$ cat config.mk
export PLATFORM = sky130hd
export DESIGN_NAME = uart_rx_fifo
export DESIGN_NICKNAME = d
export VERILOG_FILES = /design/src/rtl/uart_rx_fifo.sv
export SDC_FILE = /design/constraint.sdc
export NUM_CORES = 1
export LEC_CHECK = 0
export CORE_AREA = 2 2 98 119
export DETAILED_ROUTE_END_ITERATION = 10
export DIE_AREA = 0 0 100 121
export SLEW_MARGIN = 5
export SYNTH_ARGS = -nofsm -noshare
export SYNTH_HDL_FRONTEND = slang
export SYNTH_SLANG_ARGS = --single-unit
$ cat constraint.sdc
create_clock -name clk -period 2.2 [get_ports clk]
set_input_delay 0.55 -clock clk [delete_from_list [all_inputs] [get_ports clk]]
set_output_delay 0.55 -clock clk [all_outputs]
set_load 0.02 [all_outputs]
$ cat src/rtl/uart_rx_fifo.sv
// 8N1 UART receiver feeding a first-word fall-through FIFO with a valid/ready stream; 8E1 when UART_RX_PARITY_EN is defined.
// Byte valid 1 clk after the stop-bit sample; consumer stalls via data_ready, and a byte arriving to a full FIFO is dropped with overrun.
module uart_rx_fifo #(
   parameter int CLK_FREQ   = 50000000,
   parameter int BAUD       = 115200,
   parameter int FIFO_DEPTH = 4
) (
   input  logic                          clk,
   input  logic                          reset_n,
   input  logic                          rxd,
   output logic [7:0]                    data_out,
   output logic                          data_valid,
   input  logic                          data_ready,
   output logic                          framing_err,
   output logic                          overrun,
`ifdef UART_RX_PARITY_EN
   output logic                          parity_err,
`endif
   output logic [$clog2(FIFO_DEPTH):0]   fifo_level
);

   localparam int DIV_RAW = (CLK_FREQ + BAUD * 8) / (BAUD * 16);
   localparam int DIV     = (DIV_RAW < 1) ? 1 : DIV_RAW;
   localparam int DW      = (DIV > 1) ? $clog2(DIV) : 1;
   localparam int AW      = $clog2(FIFO_DEPTH);
   localparam int LW      = AW + 1;

   typedef enum logic [2:0] {
      S_IDLE,
      S_START,
      S_DATA,
`ifdef UART_RX_PARITY_EN
      S_PARITY,
`endif
      S_STOP,
      S_WAIT_HIGH
   } state_t;

   logic          r_rx_meta;
   logic          r_rxs;
   logic          r_rxs_prev;
   logic [1:0]    r_sync_vld;
   logic          r_armed;

   logic [DW-1:0] r_div_cnt;
   logic          w_tick;

   state_t        r_state;
   logic [3:0]    r_tick_cnt;
   logic [2:0]    r_bit_idx;
   logic [7:0]    r_shift;
   logic          r_framing_err;
`ifdef UART_RX_PARITY_EN
   logic          r_par_bad;
   logic          r_parity_err;
`endif

   logic [7:0]    r_mem [FIFO_DEPTH];
   logic [AW-1:0] r_wr_ptr;
   logic [AW-1:0] r_rd_ptr;
   logic [LW-1:0] r_level;
   logic          r_overrun;

   logic          w_fall;
   logic          w_start;
   logic          w_stop_sample;
   logic          w_push;
   logic          w_pop;
   logic          w_full;
   logic          w_wr;

   // r_sync_vld marks when r_rxs reflects the real line rather than its reset value,
   // so a line held low across reset release never arms the start detector.
   always_ff @(posedge clk or negedge reset_n) begin
      if (!reset_n) begin
         r_rx_meta  <= 1'b1;
         r_rxs      <= 1'b1;
         r_rxs_prev <= 1'b1;
         r_sync_vld <= 2'b00;
         r_armed    <= 1'b0;
      end else begin
         r_rx_meta  <= rxd;
         r_rxs      <= r_rx_meta;
         r_rxs_prev <= r_rxs;
         r_sync_vld <= {r_sync_vld[0], 1'b1};
         r_armed    <= r_armed | (r_sync_vld[1] & r_rxs);
      end
   end

   assign w_fall  = r_armed & r_rxs_prev & ~r_rxs;
   assign w_start = (r_state == S_IDLE) && w_fall;
   assign w_tick  = (r_div_cnt == DW'(DIV - 1));

   always_ff @(posedge clk or negedge reset_n) begin
      if (!reset_n) begin
         r_div_cnt <= '0;
      end else if (w_start || w_tick) begin
         r_div_cnt <= '0;
      end else begin
         r_div_cnt <= r_div_cnt + 1'b1;
      end
   end

   always_ff @(posedge clk or negedge reset_n) begin
      if (!reset_n) begin
         r_state       <= S_IDLE;
         r_tick_cnt    <= 4'd0;
         r_bit_idx     <= 3'd0;
         r_shift       <= 8'h00;
         r_framing_err <= 1'b0;
`ifdef UART_RX_PARITY_EN
         r_par_bad     <= 1'b0;
         r_parity_err  <= 1'b0;
`endif
      end else begin
         r_framing_err <= 1'b0;
`ifdef UART_RX_PARITY_EN
         r_parity_err  <= 1'b0;
`endif
         case (r_state)
            S_IDLE: begin
               if (w_fall) begin
                  r_state    <= S_START;
                  r_tick_cnt <= 4'd0;
               end
            end
            S_START: begin
               if (w_tick) begin
                  if (r_tick_cnt == 4'd7) begin
                     r_tick_cnt <= 4'd0;
                     r_bit_idx  <= 3'd0;
                     r_state    <= r_rxs ? S_IDLE : S_DATA;
                  end else begin
                     r_tick_cnt <= r_tick_cnt + 4'd1;
                  end
               end
            end
            S_DATA: begin
               if (w_tick) begin
                  if (r_tick_cnt == 4'd15) begin
                     r_tick_cnt         <= 4'd0;
                     r_shift[r_bit_idx] <= r_rxs;
                     if (r_bit_idx == 3'd7) begin
`ifdef UART_RX_PARITY_EN
                        r_state <= S_PARITY;
`else
                        r_state <= S_STOP;
`endif
                     end else begin
                        r_bit_idx <= r_bit_idx + 3'd1;
                     end
                  end else begin
                     r_tick_cnt <= r_tick_cnt + 4'd1;
                  end
               end
            end
`ifdef UART_RX_PARITY_EN
            S_PARITY: begin
               if (w_tick) begin
                  if (r_tick_cnt == 4'd15) begin
                     r_tick_cnt <= 4'd0;
                     r_par_bad  <= (r_rxs != ^r_shift);
                     r_state    <= S_STOP;
                  end else begin
                     r_tick_cnt <= r_tick_cnt + 4'd1;
                  end
               end
            end
`endif
            S_STOP: begin
               if (w_tick) begin
                  if (r_tick_cnt == 4'd15) begin
                     r_tick_cnt <= 4'd0;
                     if (!r_rxs) begin
                        r_framing_err <= 1'b1;
                        r_state       <= S_WAIT_HIGH;
                     end else begin
`ifdef UART_RX_PARITY_EN
                        r_parity_err  <= r_par_bad;
`endif
                        r_state       <= S_IDLE;
                     end
                  end else begin
                     r_tick_cnt <= r_tick_cnt + 4'd1;
                  end
               end
            end
            S_WAIT_HIGH: begin
               if (r_rxs) begin
                  r_state <= S_IDLE;
               end
            end
            default: r_state <= S_IDLE;
         endcase
      end
   end

   assign w_stop_sample = (r_state == S_STOP) && w_tick && (r_tick_cnt == 4'd15);
`ifdef UART_RX_PARITY_EN
   assign w_push = w_stop_sample && r_rxs && !r_par_bad;
`else
   assign w_push = w_stop_sample && r_rxs;
`endif

   assign w_pop  = data_valid && data_ready;
   assign w_full = (r_level == LW'(FIFO_DEPTH));
   // A pop in the same cycle frees the slot, so full + push + pop still writes.
   assign w_wr   = w_push && (!w_full || w_pop);

   always_ff @(posedge clk or negedge reset_n) begin
      if (!reset_n) begin
         for (int i = 0; i < FIFO_DEPTH; i++) begin
            r_mem[i] <= 8'h00;
         end
         r_wr_ptr  <= '0;
         r_rd_ptr  <= '0;
         r_level   <= '0;
         r_overrun <= 1'b0;
      end else begin
         r_overrun <= w_push && w_full && !w_pop;
         if (w_wr) begin
            r_mem[r_wr_ptr] <= r_shift;
            r_wr_ptr        <= r_wr_ptr + 1'b1;
         end
         if (w_pop) begin
            r_rd_ptr <= r_rd_ptr + 1'b1;
         end
         case ({w_wr, w_pop})
            2'b10:   r_level <= r_level + 1'b1;
            2'b01:   r_level <= r_level - 1'b1;
            default: r_level <= r_level;
         endcase
      end
   end

   assign data_out    = r_mem[r_rd_ptr];
   assign data_valid  = (r_level != '0);
   assign fifo_level  = r_level;
   assign framing_err = r_framing_err;
   assign overrun     = r_overrun;
`ifdef UART_RX_PARITY_EN
   assign parity_err  = r_parity_err;
`endif

endmodule

Word-level counts from Yosys, hierarchy flattened
Index checks and enable logic that the tools add are counted.

Output and inout bits: 14. Input port bits: 4. Logic and storage cells: 123. Bits in registers: 70.

$lt $le $gt $ge: 5. $add $sub $neg: 7. Bitwise logic cells: 7. Equality and inequality tests: 22. Muxes and demuxes: 39. Reduce and logical (&&, ||, !) cells: 24.

Operators with widths (number): $mux W3 (15); $bwmux W32 (1); $mux W8 (3); $mux W4 (5); $ne A2 B2 Y1 const B (10); $bmux W8 S2 (1); $demux W8 S2 (1); $pmux W3 S5 (1); $pmux W3 S2 (2); $pmux W4 S3 (1); $logic_and A1 B1 Y1 (10); $eq A3 B3 Y1 const B (3); $reduce_and A9 Y1 (1); $bwmux W8 (1); $add A3 B1 Y3 const B (2); $eq A3 B2 Y1 const B (2); $ge A3 B3 Y1 const B (2); $not A2 Y3 (2); $reduce_and A6 Y1 (1); $reduce_bool A3 Y1 (2); $add A5 B1 Y5 const B (1); $eq A5 B5 Y1 const B (1); $mux W1 (5); $mux W5 (1); 24 further kinds (30).

Longest topological paths before layout
Word-level depth: 7. Mapped depth: 11. Gate-level depth less buffers: 11.

Worst setup path after synthesis
Ideal clock, no wire load.

Path type: reg-to-reg. Start point: register r_div_cnt[0]. End point: register r_level[2] (netlist: fifo_level[2]). Data arrival time: 2.184 ns. Setup slack: -0.115 ns. Required time: 2.068 ns. Period minus slack after synthesis: 2.315 ns. Stages on the path, launching flop included: 12. Path through: dfrtp_1 -> inv_1 -> ha_1 -> nand4b_2 -> nor4_4 -> inv_1 -> ha_1 -> inv_1 -> fa_1 -> xor2_1 -> nor2_1 -> xor2_1.

Word-level cells in the longest chain between the ends: 7.

RTL lines: start, declared (RTL line 45) `logic [DW-1:0] r_div_cnt;`; start signal, assigned (RTL line 100) `r_div_cnt <= r_div_cnt + 1'b1;`; $eq A5 B5 Y1 (*) (RTL line 92) `assign w_tick = (r_div_cnt == DW'(DIV - 1));`; $logic_and A1 B1 Y1 (*) (2 in series) (RTL line 198) `assign w_stop_sample = (r_state == S_STOP) && w_tick && (r_tick_cnt == 4'd15);`; $logic_and A1 B1 Y1 (*) (RTL line 202) `assign w_push = w_stop_sample && r_rxs;`; $logic_and A1 B1 Y1 (*) (RTL line 208) `assign w_wr = w_push && (!w_full || w_pop);`; $eq A2 B1 Y1 / $eq A2 B2 Y1 (equally long branches) (RTL line 228) `case ({w_wr, w_pop})`; $pmux W3 S2 / $reduce_bool A2 Y1 (equally long branches); end signal, assigned (RTL line 229) `2'b10: r_level <= r_level + 1'b1;`; end signal, assigned (RTL line 230) `2'b01: r_level <= r_level - 1'b1;`; end signal, assigned (RTL line 231) `default: r_level <= r_level;`; end, declared (RTL line 61) `logic [LW-1:0] r_level;`.

Mark *: on every way between the ends. The rest lies on a longest branch, timed or not. A chain may end at the register's enable or synchronous reset.

Worst setup path in the final report
Start point: register r_rd_ptr[0]. End point: output port data_out[5].

Word-level cells in the longest chain between the ends: 4.

RTL lines: start, declared (RTL line 60) `logic [AW-1:0] r_rd_ptr;`; start signal, assigned (RTL line 226) `r_rd_ptr <= r_rd_ptr + 1'b1;`; $not A2 Y3 (not written as such) (RTL line 236) `assign data_out = r_mem[r_rd_ptr];`; $bmux W8 S2 (RTL line 236); $mux W8 (not written as such) (2 in series) (RTL line 236); end, declared (RTL line 11) `output logic [7:0] data_out,`.

Every way passes these cells. The select of a mux whose other input is x is not followed.

==> flow_metrics.tcl <==
set metrics [dict create \
    dieWidth_um 100 \
    syn-instance-count 243 \
    cp.required_ns 1.65 \
    slew_viol_final 0 \
    cp_top_family "multiplexers" \
    grt_max_degree 57 \
    numPortBuffers 17 \
    grt_pass1_wl_um 9832 \
    io_pins 18 \
    power_frac_seq 0.401 \
    grt_overflow 0 \
    antenna_found_initial 0 \
    core_sq_um 10930 \
    internal_power_mw 2.903 \
    ys_seq_area_frac 0.5415 \
    num_vias 2020 \
    fmax_mhz 474.9 \
    path_cells "buf_12 > mux4_2 > buf_2" \
    min_period_ns 2.106 \
    skew_ns 0.008484 \
    routed_wl_um 5749 \
    cp-end-kind "output port" \
    syn_nets 258 \
    mostFrequentLayoutCell "dfrtp_1" \
    startpoint_type "flop" \
    status "completed" \
    p_leak_nw 1.865 \
    die_h_um 121 \
    clk_transition_reported_paths_ns 0.06 \
    switching_share 0.2548 \
    power_switching_uw 992.6 \
    drv_cap 0 \
    track_usage 0.1045 \
    slowest_delay_ns 0.50 \
    hpwl_um 4092 \
    layout_common_cells "dfrtp_1, mux2_2, buf_4" \
    diodes 0 \
    peakVddDrop_uv 529.6 \
    setup_slack_ns 0.09407 \
    crit_slowest_cell "mux4_2" \
    drt-wirelength-per-cell_um 13.69 \
    pwr-share-clk 0.419 \
    hold_violations 0 \
    first_pass_iters 4 \
    row_count 42 \
    drive_gt1_frac 0.3715 \
    clockBufferDepth 2 \
    comb_power_share 0.180 \
    dp_cells 403 \
    initial_core_util 0.2966 \
    finalSetupTns_ns 0 \
    place_ws_ns -0.4159 \
    numCtsBuffers 9 \
    drc 0 \
    synth_cell_type_count 45 \
    crit_buf_inv 2 \
    clkSinkCount 70 \
    rsz0062_at_grt "false" \
    ys_dominant_reg_cell "dfrtp_1" \
    synth_edf_count 0 \
    async_reset_ff_frac 1.000 \
    cts.root.buffer_cell "clkbuf_16" \
    hold_buffers 0 \
    crit_fanout 7 \
    power_density_nw_per_um2 966.9 \
    hold_class "input pin to asynchronous set/reset pin" \
    vias_per_cell 4.810 \
    clk_latency_ns 0.33 \
    ys.warnings.count 0 \
    dieArea_sq_um 12100 \
    syn-cell-area_sq_um 3242 \
    fin_util 0.3686 \
    crit_type "flop to output port" \
    grt_pass1_vias 2088 \
    first_iter_violations 44 \
    htreeDepth 3 \
    area_growth_pct 24.28 \
    layout.nets 298 \
    place_congestion 0.7318 \
    ys_seq_elements 70 \
    avgSynthCellArea_sq_um 13.34 \
    cts_tree "yes" \
    ant_nets 0 \
    crit_arrival_ns 1.56 \
    instances_no_fill 420 \
    finalSetupViolations 0 \
    finalCritPeriodShare 0.9572 \
]
==> routing by layer <==
layer / vias up / global-route usage / part of all wire
met4: 0 / 0.03339 / 0.014
met1: 1030 / 0.1255 / 0.46
li1: 958 / - / -
met2: 22 / 0.1740 / 0.50
met3: 10 / 0.03802 / 0.030
met5: - / 0 / 0
==> worst reg2reg max path, cell delays in order (launching register included) <==
cell and delay, ns:
dfrtp_1 0.38, ha_2 0.24, nand3_2 0.14, nor4_4 0.29, inv_1 0.07, ha_2 0.18
inv_1 0.07, fa_2 0.19, xor2_1 0.14, nor2_1 0.08, xor2_1 0.16
==> stage by stage <==
| stage | hold slack, ns | power (mW) | cell area, sq um |
|---|---|---|---|
| after CTS | 0.1301 | 3.963 | 4033 |
| after global placement | 0.3344 | 2.271 | 3719 |
| after global routing | 0.1407 | 4.123 | 4029 |
| final | 0.1265 | 3.895 | 4029 |
| after floorplan | 0.2544 | 1.998 | 3259 |
| after detailed placement | 0.3356 | 2.300 | 3719 |
==> synth_stat cells, types with 5 or more instances <==
cell,n,area (sq um)
mux2_2,40,450.4
inv_1,12,45.04
mux2i_1,5,50.05
nor2_1,15,56.30
clkbuf_1,5,18.77
xor2_1,5,43.79
mux4_2,8,180.2
nand2_1,9,33.78
dfrtp_1,67,1677
ha_1,10,125.1
nand3_1,5,25.02
nand4b_1,5,43.79
==> power by group through the flow <==
| stage | Sequential [mW] | Clock [mW] | Combinational (mW) |
|---|---|---|---|
| global placement | 1.58 | 0 | 0.691 |
| floorplan | 1.55 | 0 | 0.445 |
| CTS | 1.57 | 1.68 | 0.719 |
| detailed placement | 1.59 | 0 | 0.715 |
| global route | 1.59 | 1.74 | 0.794 |
| finish | 1.56 | 1.63 | 0.700 |
==> area by class of cell <==
cell class / instances / area (sq um)
Clock buffer: 11 / 232.7
Tap cell: 132 / 165.2
Sequential cell: 70 / 1755
Fill cell: 1071 / 6902
Multi-Input combinational cell: 154 / 1433
Clock inverter: 5 / 107.6
Timing Repair Buffer: 36 / 290.3
Inverter: 12 / 45.04
==> final timing paths <==
path / startpoint / endpoint / slack [ns] / depth (start not counted)
setup / recovery: r_rd_ptr[0] / data_out[5] / 0.09 / 3
hold / removal: reset_n / r_tick_cnt[2] / 0.13 / 1
setup reg to reg: r_tick_cnt[0] / fifo_level[2] / 0.14 / 10
hold reg to reg: r_sync_vld[0] / r_sync_vld[1] / 0.35 / 0
max in group asynchronous: reset_n / r_rxs / 1.45 / 2
min in group clk: r_sync_vld[0] / r_sync_vld[1] / 0.35 / 0
==> registers in the layout, indices dropped and copies added, names as in the netlist <==
signal / flops
r_armed: 1
fifo_level: 3
r_state: 3
r_div_cnt: 5
r_rx_meta: 1
r_rd_ptr: 2
r_sync_vld: 2
r_shift: 8
r_wr_ptr: 2
r_tick_cnt: 4
r_rxs_prev: 1
overrun: 1
framing_err: 1
r_bit_idx: 3
r_rxs: 1
r_mem: 32
==> repair_timing <==
item,CTS,global route
gates cloned,0,0
resized for setup,34,2
setup buffers,1,0
pin swaps,3,0
hold endpoints to repair,0,0
setup endpoints to repair,10,2
==> logic make-up (layout without fill, tap and decap cells) <==
group | count (synthesis) | in the layout | synth area share
and+or+nand+nor | 65 | 65 | 0.1204
buffers and inverters | 19 | 64 | 0.02238
adders and majority gates | 11 | 11 | 0.04477
xor gates and xnor gates | 9 | 9 | 0.02431
DFF | 70 | 70 | 0.5415
muxes | 55 | 55 | 0.2169
other | 1 | 1 | 0.001157
AOI/OAI and AO/OA | 13 | 13 | 0.02857
No activity file was read; power rests on OpenSTA's default activity.
